$ cat src/rtl/sha256_msg_sched.sv
// SHA-256 message schedule: 16-word sliding window emitting W[t] one round per advance.
// Optional K ROM and W+K output ports are enabled with SHA256_SCHED_K_OUT_EN.
module sha256_msg_sched #(
    parameter int ROUNDS = 64
) (
    input  logic         clk,
    input  logic         reset,
    input  logic         blk_valid,
    output logic         blk_ready,
    input  logic [511:0] blk,
    output logic         w_valid,
    input  logic         w_advance,
    output logic [31:0]  w_t,
    output logic [5:0]   round,
`ifdef SHA256_SCHED_K_OUT_EN
    output logic [31:0]  k_t,
    output logic [31:0]  wk_sum,
`endif
    output logic         sched_done
);

    localparam logic [1:0] IDLE = 2'd0;
    localparam logic [1:0] RUN  = 2'd1;
    localparam logic [1:0] DONE = 2'd2;

    localparam logic [5:0] LAST_ROUND = 6'(ROUNDS - 1);

    logic [1:0]  state_q, state_d;
    logic [5:0]  round_q, round_d;
    logic [31:0] win_q [16];
    logic [31:0] win_d [16];

    function automatic logic [31:0] rotr(input logic [31:0] x, input int n);
        return (x >> n) | (x << (32 - n));
    endfunction

    function automatic logic [31:0] sig0(input logic [31:0] x);
        return rotr(x, 7) ^ rotr(x, 18) ^ (x >> 3);
    endfunction

    function automatic logic [31:0] sig1(input logic [31:0] x);
        return rotr(x, 17) ^ rotr(x, 19) ^ (x >> 10);
    endfunction

    always_comb begin
        state_d = state_q;
        round_d = round_q;
        for (int i = 0; i < 16; i++) begin
            win_d[i] = win_q[i];
        end
        case (state_q)
            IDLE: begin
                if (blk_valid) begin
                    for (int i = 0; i < 16; i++) begin
                        win_d[i] = blk[511 - 32*i -: 32];
                    end
                    round_d = 6'd0;
                    state_d = RUN;
                end
            end
            RUN: begin
                if (w_advance) begin
                    for (int i = 0; i < 15; i++) begin
                        win_d[i] = win_q[i+1];
                    end
                    // Expansion word W[t+16] from the current window (t = round)
                    win_d[15] = sig1(win_q[14]) + win_q[9]
                              + sig0(win_q[1]) + win_q[0];
                    if (round_q == LAST_ROUND) begin
                        round_d = 6'd0;
                        state_d = DONE;
                    end else begin
                        round_d = round_q + 6'd1;
                    end
                end
            end
            DONE: begin
                state_d = IDLE;
            end
            default: begin
                state_d = IDLE;
                round_d = 6'd0;
            end
        endcase
    end

    always_ff @(posedge clk) begin
        if (!reset) begin
            state_q <= IDLE;
            round_q <= 6'd0;
            for (int i = 0; i < 16; i++) begin
                win_q[i] <= 32'd0;
            end
        end else begin
            state_q <= state_d;
            round_q <= round_d;
            for (int i = 0; i < 16; i++) begin
                win_q[i] <= win_d[i];
            end
        end
    end

    assign blk_ready  = (state_q == IDLE);
    assign w_valid    = (state_q == RUN);
    assign sched_done = (state_q == DONE);
    assign round      = round_q;
    assign w_t        = w_valid ? win_q[0] : 32'd0;

`ifdef SHA256_SCHED_K_OUT_EN
    localparam logic [31:0] K_ROM [64] = '{
        32'h428a2f98, 32'h71374491, 32'hb5c0fbcf, 32'he9b5dba5,
        32'h3956c25b, 32'h59f111f1, 32'h923f82a4, 32'hab1c5ed5,
        32'hd807aa98, 32'h12835b01, 32'h243185be, 32'h550c7dc3,
        32'h72be5d74, 32'h80deb1fe, 32'h9bdc06a7, 32'hc19bf174,
        32'he49b69c1, 32'hefbe4786, 32'h0fc19dc6, 32'h240ca1cc,
        32'h2de92c6f, 32'h4a7484aa, 32'h5cb0a9dc, 32'h76f988da,
        32'h983e5152, 32'ha831c66d, 32'hb00327c8, 32'hbf597fc7,
        32'hc6e00bf3, 32'hd5a79147, 32'h06ca6351, 32'h14292967,
        32'h27b70a85, 32'h2e1b2138, 32'h4d2c6dfc, 32'h53380d13,
        32'h650a7354, 32'h766a0abb, 32'h81c2c92e, 32'h92722c85,
        32'ha2bfe8a1, 32'ha81a664b, 32'hc24b8b70, 32'hc76c51a3,
        32'hd192e819, 32'hd6990624, 32'hf40e3585, 32'h106aa070,
        32'h19a4c116, 32'h1e376c08, 32'h2748774c, 32'h34b0bcb5,
        32'h391c0cb3, 32'h4ed8aa4a, 32'h5b9cca4f, 32'h682e6ff3,
        32'h748f82ee, 32'h78a5636f, 32'h84c87814, 32'h8cc70208,
        32'h90befffa, 32'ha4506ceb, 32'hbef9a3f7, 32'hc67178f2
    };

    assign k_t    = w_valid ? K_ROM[round_q] : 32'd0;
    assign wk_sum = w_t + k_t;
`endif

endmodule

$ cat config.mk
export PLATFORM = sky130hd
export DESIGN_NAME = sha256_msg_sched
export DESIGN_NICKNAME = d
export VERILOG_FILES = /design/src/rtl/sha256_msg_sched.sv
export SDC_FILE = /design/constraint.sdc
export NUM_CORES = 2
export LEC_CHECK = 0
export ABC_AREA = 1
export BUFFER_PORTS_ARGS = -buffer_cell sky130_fd_sc_hd__buf_2
export CAP_MARGIN = 20
export CORE_ASPECT_RATIO = 1.5
export CORE_MARGIN = 4
export CORE_UTILIZATION = 50
export DETAILED_ROUTE_END_ITERATION = 10
export MAX_ROUTING_LAYER = met4
export PLACE_DENSITY_LB_ADDON = 0.2
export SLEW_MARGIN = 10
export SYNTH_ARGS = -nofsm -noshare
export SYNTH_HDL_FRONTEND = slang
export SYNTH_SLANG_ARGS = --single-unit
$ cat constraint.sdc
create_clock -name clk -period 4.1 [get_ports clk]
set_input_delay 0.82 -clock clk [delete_from_list [all_inputs] [get_ports clk]]
set_output_delay 0.82 -clock clk [all_outputs]
set_load 0.01 [all_outputs]
### Word level (Yosys, flattened, before mapping)

Memories as Yosys holds them, arrays and structs flattened.
Index checks and enable logic that the tools add are counted.

* multiplexer cells: 30
* reductions and logical operators: 3
* $add $sub $neg: 4
* eq/ne operators: 6
* bitwise gates (word level): 25

Operator list (count)
* 2-to-1 mux 512 bit: 2
* one-hot mux 512 bit (2 select lines): 1
* 2-to-1 mux 32 bit: 17
* adder 32 bit: 3
* bitwise XOR 32 bit: 2
* OR 13 x 32 -> 32 bit: 1
* OR 14 x 32 -> 32 bit: 1
* OR 15 x 32 -> 32 bit: 1
* OR 25 x 32 -> 32 bit: 1
* bitwise XOR 32 x 22 -> 32 bit: 1
* bitwise XOR 32 x 29 -> 32 bit: 1
* 2-to-1 mux 6 bit: 3
* one-hot mux 6 bit (3 select lines): 1
* OR 1 bit: 16
* adder 6 x 1 -> 6 bit, second input constant: 1
* equality test 6 bit, second input constant: 1
* 2-to-1 mux 2 bit: 3
* AND reduction 3 bit: 2
* != test 2 x 1 -> 1 bit, second input constant: 2
* one-hot mux 2 bit (2 select lines): 1
* equality test 2 x 1 -> 1 bit, second input constant: 1
* equality test 2 bit, second input constant: 1
* zero test 2 bit: 1
* 2-to-1 mux 1 bit: 2
* other kinds (2): 2

* register bits after elaboration: 8
* RAM bits: 512
* memories kept: 1
* bits of input ports: 516
* logic and storage cells: 71

Memories
* win_q: words 16, width 32, read ports 16, clocked after memory_dff 0, wr ports 16, RTL line 30 `logic [31:0] win_q [16];`

### Depth between registers and ports, before layout

* depth in word-level cells: 9
* gate-level depth with buffers: 20

### Worst setup path before layout

Ideal clock, no wire load.

* kind: reg2reg
* start: memory win_q[1][19], in the netlist win_q[0][51]
* end: memory win_q[15][25], in the netlist win_q[1][249]
* stages on the path, launching flop included: 19
* slack: 817 ps
* path buffers: 0
* clock period less this slack: 3283 ps
* arrival: 3213 ps
* path through: dfxtp_1 > xnor2_1 > xor2_1 > inv_1 > fa_1 > fa_1 > ha_1 > fa_1 > nand3_1 > nand3_1 > nand2_1 > nand2_1 > nand2_1 > nand2_1 > nand2_1 > nand2_1 > nand2_1 > nand3_1 > a21oi_1

RTL lines (RTL line)
* start: declaration: 30

==> flow_summary_export.csv <==
group,metric,value,unit
cts,cts_repair_resized_insts,0,
layout,fillerInstances,5215,
setup_path,setup.worst_path.end_class,"flop",
power,clkPwrFrac,24.1,%
power,vdd_ir_drop_max,0.000444,V
power,power.sequential.fraction,31.0,%
synth,number_of_enable_flip_flop_cells_after_synthesis,0,
floorplanning,placeableCoreArea,0.0535,mm²
routing,dr_total_vias,27800,
cts,cts_root_buffer_type,"sky130_fd_sc_hd__clkbuf_16",
cts,worstSkewPairLatency,0.63,ns
cts,cts_max_path_bufs,3,
setup_path,worst-setup-path-type,"reg -> reg",
cts,clock-sinks,520,
power,internal_power,11.6,mW
floorplanning,full_die_area,0.0577,mm²
cts,clock_tree_from_tritoncts,"yes",
layout,multi_input_area,0.0141,mm²
setup_path,timing.reg2reg.worst_path_depth,18,
sta,final_max_slew_viols,0,
power,fraction_of_power_spent_switching_nets,43.3,%
synth,async_flop_share,0,%
global_routing,gr_usage_total,36.7,%
place,post_dp_cell_area,0.0301,mm²
global_routing,grt_pass1_vias,26200,
setup_path,timing.critical_path.fanout_max,5,
synth,synth-seq-cells,520,
power,comb_power_share,44.9,%
power,power_leakage,14.4,nW
sta,timing.final.crit_share,94.5,%
synth,yosysWarnings,0,
floorplanning,starting_utilization_of_the_core_area,50.4,%
routing,dr.pass1.iters,6,
min_path,min-delay-path-class,"in -> reg",
layout,post_route_cells_drive_above_1_share,17.3,%
synth,yosysSeqAreaShare,38.6,%
sta,hold_ws,0.454,ns
job,max_cap_viols,0,
routing,routed_wl,108,mm
power,total_power,20.4,mW
sta,setup_repair_after_global_routing_missed_its_margin,"false",
synth,synth_area_per_cell,7.08,µm²
setup_path,critical_path.startpoint_type,"flop",
floorplanning,num_rows,104,
cts,cts_clk_pin_slew_worst_paths,0.07,ns
global_routing,grt_start_max_net_pins,154,
layout,instances_no_fill,4923,
sta,finalWorstPathRequiredPeriod,3.87,ns
layout,final_core_util,59.5,%
setup_path,crit_arrival,4.35,ns
sta,final.setup_skew,0.0342,ns
synth,netlist_instances,3806,
routing,drt_drc_violations_left,0,
floorplanning,pin_count,557,
place,detailedPlacementHpwl,82.8,mm
layout,signed_area_change_from_the_synthesized_netlist_to_the_final_layout,18.2,%
layout,final_instance_area,0.0318,mm²
place,preCtsSetupSlack,0.151,ns
sta,final_hold_viol_count,0,
layout,seq_area,0.0104,mm²
sta,timing.final.setup_violations,0,
cts,clock_tree.htree_level_count,2,
sta,maxSlewHeadroom,38.7,%
min_path,whs_path_depth,3,
run_status,run_status,"complete, no violations",
power,p_per_area,640,mW/mm²
sta,timing_worst_slew_pin_value,0.919,ns
power,total_switching_power,8.83,mW
place,dpl.cell_count,4819,
setup_path,required,4.58,ns
floorplanning,die_width,198,µm
cts,cts_made_buffers,50,
global_routing,number_of_antenna_violations_at_the_first_check_in_global_routing,8,
routing,drt.antenna.violating_nets,0,
routing,wire_per_inst,22.0,µm
layout,nNetsFinal,4792,
global_routing,grt_first_pass_wirelength,158,mm
cts,postCtsSetupRepairBufs,0,
global_routing,grt-ovfl-total,0,
synth,ys_dominant_reg_cell,"sky130_fd_sc_hd__dfxtp_1",
sta,clock.fmax,258,MHz
synth,synth.lib_cells_used.distinct,31,
cts,ctsHoldBuffers,0,
routing,vias_per_cell,5.65,
floorplanning,die_height,292,µm
place,routabilityCongestion,1.05,
sta,postLayoutSetupSlackWorst,0.226,ns
sta,timing.setup.tns,0,ns
routing,detailedRoute.firstIterationViolations,2624,
place,place.port_buffers,556,
synth,mappedNetlistArea,0.0269,mm²
synth,net_count_after_synthesis,4416,
[area by class of cell]
type,count,share of cell area [%]
Tap cell,689,2.71
Inverter,298,3.54
Sequential cell,520,32.7
Antenna cell,13,0.102
Clock buffer,70,4.58
Multi-Input combinational cell,2679,44.4
Timing Repair Buffer,633,11.1
Clock inverter,21,0.810
[synth_stat cells, types with 46 or more instances]
| cell type | number | area share (%) |
|---|---|---|
| sky130_fd_sc_hd__xor2_1 | 55 | 1.8 |
| sky130_fd_sc_hd__dfxtp_1 | 520 | 39 |
| sky130_fd_sc_hd__xnor2_1 | 77 | 2.5 |
| sky130_fd_sc_hd__nand3_1 | 47 | 0.87 |
| sky130_fd_sc_hd__a31oi_1 | 494 | 11 |
| sky130_fd_sc_hd__fa_1 | 62 | 4.6 |
| sky130_fd_sc_hd__clkbuf_1 | 190 | 2.6 |
| sky130_fd_sc_hd__a21oi_1 | 46 | 0.85 |
| sky130_fd_sc_hd__inv_1 | 294 | 4.1 |
| sky130_fd_sc_hd__buf_2 | 108 | 2.0 |
| sky130_fd_sc_hd__nor2_1 | 76 | 1.1 |
| sky130_fd_sc_hd__o21ai_0 | 519 | 9.6 |
| sky130_fd_sc_hd__nand2_1 | 1242 | 17 |
[path summary, 6_finish.rpt]
path                                   start                    endpoint  slack [ns]
hold reg to reg   win_q[0][176]$_SDFFE_PN0P_  win_q[0][144]$_SDFFE_PN0P_        0.47
hold / removal                      blk[190]   win_q[1][94]$_SDFFE_PN0P_        0.45
setup / recovery   win_q[0][54]$_SDFFE_PN0P_  win_q[1][245]$_SDFFE_PN0P_        0.23
setup reg to reg   win_q[0][54]$_SDFFE_PN0P_  win_q[1][245]$_SDFFE_PN0P_        0.23
[placed cells by master, fill, tap and decap left out, types with 3 or more instances in the layout]
master                      Yosys  final
sky130_fd_sc_hd__and3_1         3      3
sky130_fd_sc_hd__clkbuf_16      0     51
sky130_fd_sc_hd__nand2_1     1242   1242
sky130_fd_sc_hd__a21oi_1       46     46
sky130_fd_sc_hd__inv_2          4      3
sky130_fd_sc_hd__ha_1          32     32
sky130_fd_sc_hd__inv_1        294    294
sky130_fd_sc_hd__o21ai_0      519    519
sky130_fd_sc_hd__buf_4          6     63
sky130_fd_sc_hd__diode_2        0     13
sky130_fd_sc_hd__nor3_1         8      6
sky130_fd_sc_hd__clkbuf_1     190      8
sky130_fd_sc_hd__clkinv_2       0     11
sky130_fd_sc_hd__buf_12         0     14
sky130_fd_sc_hd__bufinv_16      0      4
sky130_fd_sc_hd__nand4_1        3      3
sky130_fd_sc_hd__xnor2_1       77     76
sky130_fd_sc_hd__a211oi_1       3      3
sky130_fd_sc_hd__a31oi_1      494    494
sky130_fd_sc_hd__nand3_1       47     47
sky130_fd_sc_hd__nor3_2         2      4
sky130_fd_sc_hd__xor2_1        55     55
sky130_fd_sc_hd__fa_1          62     62
sky130_fd_sc_hd__nor2_1        76     75
sky130_fd_sc_hd__dfxtp_1      520    520
sky130_fd_sc_hd__buf_2        108    555
sky130_fd_sc_hd__clkbuf_8       0     11
[kinds of logic after synthesis]
kind of cell,count (synthesis),share of synthesized area (%)
AND/OR/NAND/NOR,1388,19.8
buffers and inverters,607,9.07
adder cells (fa/ha/maj),94,6.09
XOR/XNOR,132,4.29
flip-flops,520,38.6
AO/OA/AOI/OAI,1065,22.1
[per-layer routing]
metal / vias up / GRT usage [%] / wire length [µm]
li1: 13400 / - / -
met1: 12800 / 43.0 / 40800
met2: 1333 / 60.1 / 51500
met3: 322 / 4.74 / 7620
met4: 0 / 21.9 / 8270
met5: - / - / 0
[worst max-delay path, stage by stage (launching register included)]
cell                      delay [ns]
sky130_fd_sc_hd__dfxtp_1        0.35
sky130_fd_sc_hd__buf_4          0.16
sky130_fd_sc_hd__xnor2_1        0.24
sky130_fd_sc_hd__xor2_1         0.18
sky130_fd_sc_hd__inv_1          0.07
sky130_fd_sc_hd__fa_1           0.54
sky130_fd_sc_hd__inv_1          0.06
sky130_fd_sc_hd__fa_1           0.49
sky130_fd_sc_hd__inv_1          0.05
sky130_fd_sc_hd__ha_1           0.37
sky130_fd_sc_hd__nand2_1        0.14
sky130_fd_sc_hd__nor2_1         0.16
sky130_fd_sc_hd__inv_1          0.10
sky130_fd_sc_hd__nor2_4         0.15
sky130_fd_sc_hd__nand4_1        0.28
sky130_fd_sc_hd__nand3_1        0.18
sky130_fd_sc_hd__nand2_1        0.06
sky130_fd_sc_hd__nand3_1        0.09
sky130_fd_sc_hd__a21oi_1        0.07
[registers in the layout, indices dropped and copies added, names as in the netlist]
register	flops
round	6
state_q	2
win_q	512
[power groups by stage]
| stage | clock, mW | combinational (mW) | sequential [mW] |
|---|---|---|---|
| after floorplan | 0 | 6.10 | 6.11 |
| after global placement | 0 | 8.93 | 6.39 |
| after detailed placement | 0 | 8.93 | 6.40 |
| after CTS | 4.94 | 9.01 | 6.30 |
| after global routing | 5.13 | 10.2 | 6.37 |
| final | 4.90 | 9.15 | 6.32 |
Note: power is estimated with default switching activity, not from simulation.
